**config.mk**
```make
export PLATFORM = sky130hd
export DESIGN_NAME = lsl8_seq_flat
export DESIGN_NICKNAME = d
export VERILOG_FILES = /design/src/rtl/lsl8_seq_if.sv /design/src/rtl/lsl8_seq.sv /design/src/flat_wrapper.sv
export SDC_FILE = /design/constraint.sdc
export NUM_CORES = 1
export LEC_CHECK = 0
export BUFFER_PORTS_ARGS = -buffer_cell sky130_fd_sc_hd__buf_2
export CAP_MARGIN = 10
export CORE_UTILIZATION = 45
export CTS_CLUSTER_DIAMETER = 120
export CTS_CLUSTER_SIZE = 40
export DETAILED_ROUTE_END_ITERATION = 12
export PLACE_DENSITY = 0.66
export SLEW_MARGIN = 20
export SYNTH_ARGS = -nofsm -noshare
export SYNTH_HDL_FRONTEND = slang
export SYNTH_SLANG_ARGS = --single-unit
```
**constraint.sdc**
```tcl
create_clock -name clk -period 4.65 [get_ports clk]
set_input_delay 0.465 -clock clk [delete_from_list [all_inputs] [get_ports clk]]
set_output_delay 0.465 -clock clk [all_outputs]
set_load 0.01 [all_outputs]
```
**src/rtl/lsl8_seq_if.sv**
```systemverilog
// Request/result bundle for the iterative left shifter.
// The sequencer drives through the master modport; the shift unit uses the slave modport.
interface lsl8_seq_if #(
    parameter int unsigned WIDTH   = 8,
    parameter int unsigned SHAMT_W = 3
);
    logic               start;
    logic [WIDTH-1:0]   d_in;
    logic [SHAMT_W-1:0] shamt;
    logic               busy;
    logic               done;
    logic [WIDTH-1:0]   d_out;
    logic               carry;

    modport master (
        output start, d_in, shamt,
        input  busy, done, d_out, carry
    );

    modport slave (
        input  start, d_in, shamt,
        output busy, done, d_out, carry
    );
endinterface

```
**src/rtl/lsl8_seq.sv**
```systemverilog
// Multi-cycle logical shift-left unit: up to STEP_MAX positions per cycle.
// The result and the last bit shifted out are held until the next completion.
module lsl8_seq #(
    parameter int unsigned WIDTH    = 8,
    parameter int unsigned SHAMT_W  = 3,
    parameter int unsigned STEP_MAX = 3
) (
    input  logic        clk,
    input  logic        reset_n,
    lsl8_seq_if.slave   bus
);
    typedef enum logic [1:0] {StIdle, StShift, StDone} state_e;

    state_e             state_q, state_d;
    logic [WIDTH-1:0]   sreg_q, sreg_d;
    logic [SHAMT_W-1:0] rem_q, rem_d;
    logic               cbit_q, cbit_d;
    logic [WIDTH-1:0]   dout_q, dout_d;
    logic               carry_q, carry_d;

    logic [SHAMT_W-1:0] step;
    logic [WIDTH:0]     shifted;

    always_ff @(posedge clk or negedge reset_n) begin
        if (!reset_n) begin
            state_q <= StIdle;
            sreg_q  <= '0;
            rem_q   <= '0;
            cbit_q  <= 1'b0;
            dout_q  <= '0;
            carry_q <= 1'b0;
        end else begin
            state_q <= state_d;
            sreg_q  <= sreg_d;
            rem_q   <= rem_d;
            cbit_q  <= cbit_d;
            dout_q  <= dout_d;
            carry_q <= carry_d;
        end
    end

    always_comb begin
        state_d = state_q;
        sreg_d  = sreg_q;
        rem_d   = rem_q;
        cbit_d  = cbit_q;
        dout_d  = dout_q;
        carry_d = carry_q;
        step    = (rem_q > SHAMT_W'(STEP_MAX)) ? SHAMT_W'(STEP_MAX) : rem_q;
        // Extra top bit captures the last bit pushed out of the MSB end.
        shifted = {1'b0, sreg_q} << step;

        unique case (state_q)
            StIdle, StDone: begin
                if (bus.start) begin
                    sreg_d  = bus.d_in;
                    rem_d   = bus.shamt;
                    cbit_d  = 1'b0;
                    state_d = StShift;
                end else begin
                    state_d = StIdle;
                end
            end
            StShift: begin
                sreg_d = shifted[WIDTH-1:0];
                if (step != '0) begin
                    cbit_d = shifted[WIDTH];
                end
                rem_d = rem_q - step;
                if (rem_d == '0) begin
                    dout_d  = sreg_d;
                    carry_d = cbit_d;
                    state_d = StDone;
                end
            end
            default: state_d = StIdle;
        endcase
    end

    assign bus.busy  = (state_q == StShift);
    assign bus.done  = (state_q == StDone);
    assign bus.d_out = dout_q;
    assign bus.carry = carry_q;
endmodule

```
**src/flat_wrapper.sv**
```systemverilog
// flat-port wrapper written by rule: the top's interface ports become plain ports
module lsl8_seq_flat 
#(
    parameter int unsigned WIDTH    = 8,
    parameter int unsigned SHAMT_W  = 3,
    parameter int unsigned STEP_MAX = 3
)
  (clk, reset_n, bus_start, bus_d_in, bus_shamt, bus_busy, bus_done, bus_d_out, bus_carry);
  lsl8_seq_if #(.WIDTH(WIDTH), .SHAMT_W(SHAMT_W)) bus_i ();
  input  logic clk;
  input  logic reset_n;
  input wire logic [$bits(bus_i.start)-1:0] bus_start;
  input wire logic [$bits(bus_i.d_in)-1:0] bus_d_in;
  input wire logic [$bits(bus_i.shamt)-1:0] bus_shamt;
  output wire logic [$bits(bus_i.busy)-1:0] bus_busy;
  output wire logic [$bits(bus_i.done)-1:0] bus_done;
  output wire logic [$bits(bus_i.d_out)-1:0] bus_d_out;
  output wire logic [$bits(bus_i.carry)-1:0] bus_carry;
  assign bus_i.start = bus_start;
  assign bus_i.d_in = bus_d_in;
  assign bus_i.shamt = bus_shamt;
  assign bus_busy = bus_i.busy;
  assign bus_done = bus_i.done;
  assign bus_d_out = bus_i.d_out;
  assign bus_carry = bus_i.carry;
  lsl8_seq #(.WIDTH(WIDTH), .SHAMT_W(SHAMT_W), .STEP_MAX(STEP_MAX)) u_core (.clk(clk), .reset_n(reset_n), .bus(bus_i));
endmodule
```
==> run_results.csv <==
group,metric,value,unit
yosys,ys_ff_latch,23,
critical_path,r2r_slack,2.46,ns
floorplanning,initial_utilization,49.3,%
critical_path,path_max_fanout,15,
clock_network,cts_tree,"built",
timing,finalCritPeriodShare,47.1,%
timing,slew_headroom,51.1,%
clock_network,clock_latency,0.31,ns
floorplanning,rows,18,
critical_path,r2r-start,"u_core.rem_q[0]$_DFFE_PN0P_",
layout,antennaDiodeCount,0,
run,drv_cap,0,
yosys,yosysWarnings,0,
floorplanning,die_width,54.8,µm
critical_path,required,4.86,ns
critical_path,path_cells,"inv_1 -> nand2_1 -> ha_1 -> nor2b_1 -> nand2_2 -> inv_1 -> mux2_2",
power_and_ir_drop,peakVddDrop,0.444,mV
clock_network,clockBufferDepth,2,
route,drc_errors,0,
layout,layout.cells.non_filler,171,
placement,portBuffers,24,
global_routing,grt-ovfl-total,0,
clock_network,cts_resized,0,
critical_path,cpMaxStageDelayCell,"dfrtp_1",
layout,syn2layout_area_growth,11.3,%
timing,fmax,456,MHz
floorplanning,io_pins,25,
critical_path,worstPathBufferInverterCount,2,
clock_network,clkSlewWorstSetupHoldPaths,0.13,ns
status,outcome,"complete, no violations",
yosys,syn_inst,121,
clock_network,ctsHtreeMaxLevel,1,
global_routing,grt_pass1_vias,863,
timing,tightestPinTransition,0.730,ns
global_routing,grt_start_max_net_pins,24,
global_routing,grt_usage,19.9,%
placement,hpwl,1860,µm
layout,final_net_count,157,
critical_path,critPathKind,"flop to flop",
global_routing,grt_pass1_wl,4110,µm
timing,rsz0062_at_grt,"false",
critical_path,crit_path_max_incr_delay,0.69,ns
route,via_per_inst,5.59,
route,first_pass_iters,4,
yosys,ys_types,32,
critical_path,start_kind,"flop",
yosys,syn-cell-area,1250,µm²
min_path,hp-class,"primary input to asynchronous set/reset pin",
route,routedWlPerCell,15.2,µm
global_routing,antenna_found_initial,0,
layout,drive_gt1_share,29.8,%
route,num_vias,956,
yosys,syn-num-nets,136,
timing,setup_viol,0,
floorplanning,coreArea,2540,µm²
critical_path,r2r_end,"u_core.bus.carry$_DFFE_PN0P_",
route,wl,2610,µm
critical_path,cp_top_family,"flip-flops",
clock_network,cts_buffers,3,
clock_network,cts_setup_buffers,0,
timing,hold_viol,0,
critical_path,crit_cells,7,
placement,gp_congestion,0.829,
yosys,avgSynthCellArea,10.4,µm²
timing,drv_slew,0,
clock_network,cts_hold_buf,0,
floorplanning,die-area,3000,µm²
floorplanning,die_y,54.8,µm
timing,min_period,2.19,ns
critical_path,cp-end-kind,"flop",
timing,fin_setup_tns,0,ns
critical_path,cp-endpoint,"u_core.bus.carry$_DFFE_PN0P_",
critical_path,rr_worst_depth,7,
route,detail-route-antenna-nets,0,
placement,dp.cells,167,
route,dr.first_iter.drc_count,24,
yosys,ys_seq_area_share,45.9,%
critical_path,cpMostUsedCell,"inv_1",
critical_path,cp.arrival,2.40,ns
clock_network,cts_root_buf,"clkbuf_4",
critical_path,startpoint,"u_core.rem_q[0]$_DFFE_PN0P_",
clock_network,cts_sinks,23,
power_and_ir_drop,power_leakage,0.661,nW
power_and_ir_drop,p_per_area,794,nW/µm²
timing,fin_worst_skew,0.00616,ns
[synthesized netlist by cell type, drive strengths merged]
| library cell | n | area, µm² |
|---|---|---|
| o21ai | 12 | 71.3 |
| mux2 | 6 | 75.1 |
| dfrtp | 23 | 576 |
| a221oi | 2 | 30.0 |
| nor2 | 6 | 32.5 |
| or2 | 1 | 6.26 |
| and2 | 1 | 6.26 |
| mux2i | 9 | 90.1 |
| inv | 3 | 11.3 |
| nand2 | 13 | 51.3 |
| a21oi | 8 | 40.0 |
| a22o | 5 | 43.8 |
| nor2b | 7 | 43.8 |
| nand2b | 3 | 21.3 |
| a21o | 1 | 7.51 |
| a211o | 1 | 8.76 |
| buf | 8 | 45.0 |
| a22oi | 2 | 15.0 |
| o311ai | 1 | 8.76 |
| nor4 | 2 | 12.5 |
| ha | 1 | 12.5 |
| a211oi | 5 | 37.5 |
| o21bai | 1 | 7.51 |
[per-stage QoR]
step                      utilization, %  setup WS [ns]  power, mW  hold slack (ns)  instance area (µm²)
after detailed placement            53.7           2.31       1.02            0.461                 1370
after global placement              53.7           2.44       1.00            0.458                 1370
after floorplan                        -           2.96      0.884            0.169                 1250
after CTS                           54.7           2.46       1.11            0.119                 1390
final                               54.8           2.46       1.11            0.110                 1400
after global routing                54.8           2.26       1.20            0.146                 1400
[area by class of cell]
| type | count | area (µm²) |
|---|---|---|
| fill | 237 | 1150 |
| multi-input combinational | 87 | 624 |
| sequential | 23 | 576 |
| timing repair buffer | 24 | 120 |
| tap | 30 | 37.5 |
| clock buffer | 4 | 26.3 |
| inverter | 3 | 11.3 |
[logic make-up after synthesis]
family	after synthesis	share of synthesized area, %
flip-flops	23	45.9
AND/OR/NAND/NOR	33	13.9
adder cells (fa/ha/maj)	1	0.998
buffers and inverters	11	4.49
multiplexers	15	13.2
AO/OA/AOI/OAI	38	21.6
[worst reg2reg max path, delay by kind of cell (launching register included)]
kind | cells | cell delay (ns)
and+or+nand+nor | 3 | 0.55
adders and majority gates | 1 | 0.20
buffers and inverters | 2 | 0.32
muxes | 1 | 0.34
DFF | 1 | 0.69
[cell usage in the layout (no fill, tap or decap), types with 2 or more instances in the layout]
master / instances
a211oi_1: 5
a21oi_1: 8
a221oi_2: 2
a22o_1: 5
a22oi_1: 2
buf_2: 24
clkbuf_4: 3
dfrtp_1: 23
inv_1: 2
mux2_1: 2
mux2_2: 2
mux2_4: 2
mux2i_1: 9
nand2_1: 12
nand2b_1: 2
nor2_1: 4
nor2b_1: 6
nor4_1: 2
o21ai_1: 9
o21ai_2: 3
[flip-flops by register name, summed over array words and instances (netlist names)]
signal	count
u_core.sreg_q	8
u_core.cbit_q	1
u_core.bus.carry	1
u_core.rem_q	3
u_core.bus.d_out	8
u_core.state_q	2
[power by group]
group	internal [mW]	total [mW]	switching, mW
clock	0.0335	0.0930	0.0596
combinational	0.276	0.589	0.312
sequential	0.298	0.427	0.129
total	0.607	1.11	0.501
[how the worst min path moves through the flow]
stage,cells past startpoint,from,to
3_5_place_dp,2,u_core.bus.d_out[6]$_DFFE_PN0P_,u_core.bus.d_out[6]$_DFFE_PN0P_
2_1_floorplan,0,reset_n,u_core.bus.carry$_DFFE_PN0P_
3_3_place_gp,1,reset_n,u_core.state_q[0]$_DFFE_PN0P_
6_report,1,reset_n,u_core.state_q[0]$_DFFE_PN0P_
5_1_grt,1,reset_n,u_core.sreg_q[0]$_DFFE_PN0P_
4_1_cts,1,reset_n,u_core.sreg_q[4]$_DFFE_PN0P_
[routing by layer]
layer	up-vias	part of all wire [%]	wire [µm]	GRT usage (%)
li1	479	-	-	-
met1	454	49	1290	28.8
met2	21	46	1200	29.7
met3	2	3.7	97	2.50
met4	0	0.73	19	7.69
met5	-	0	0	0
Note: power is estimated with default switching activity, not from simulation.
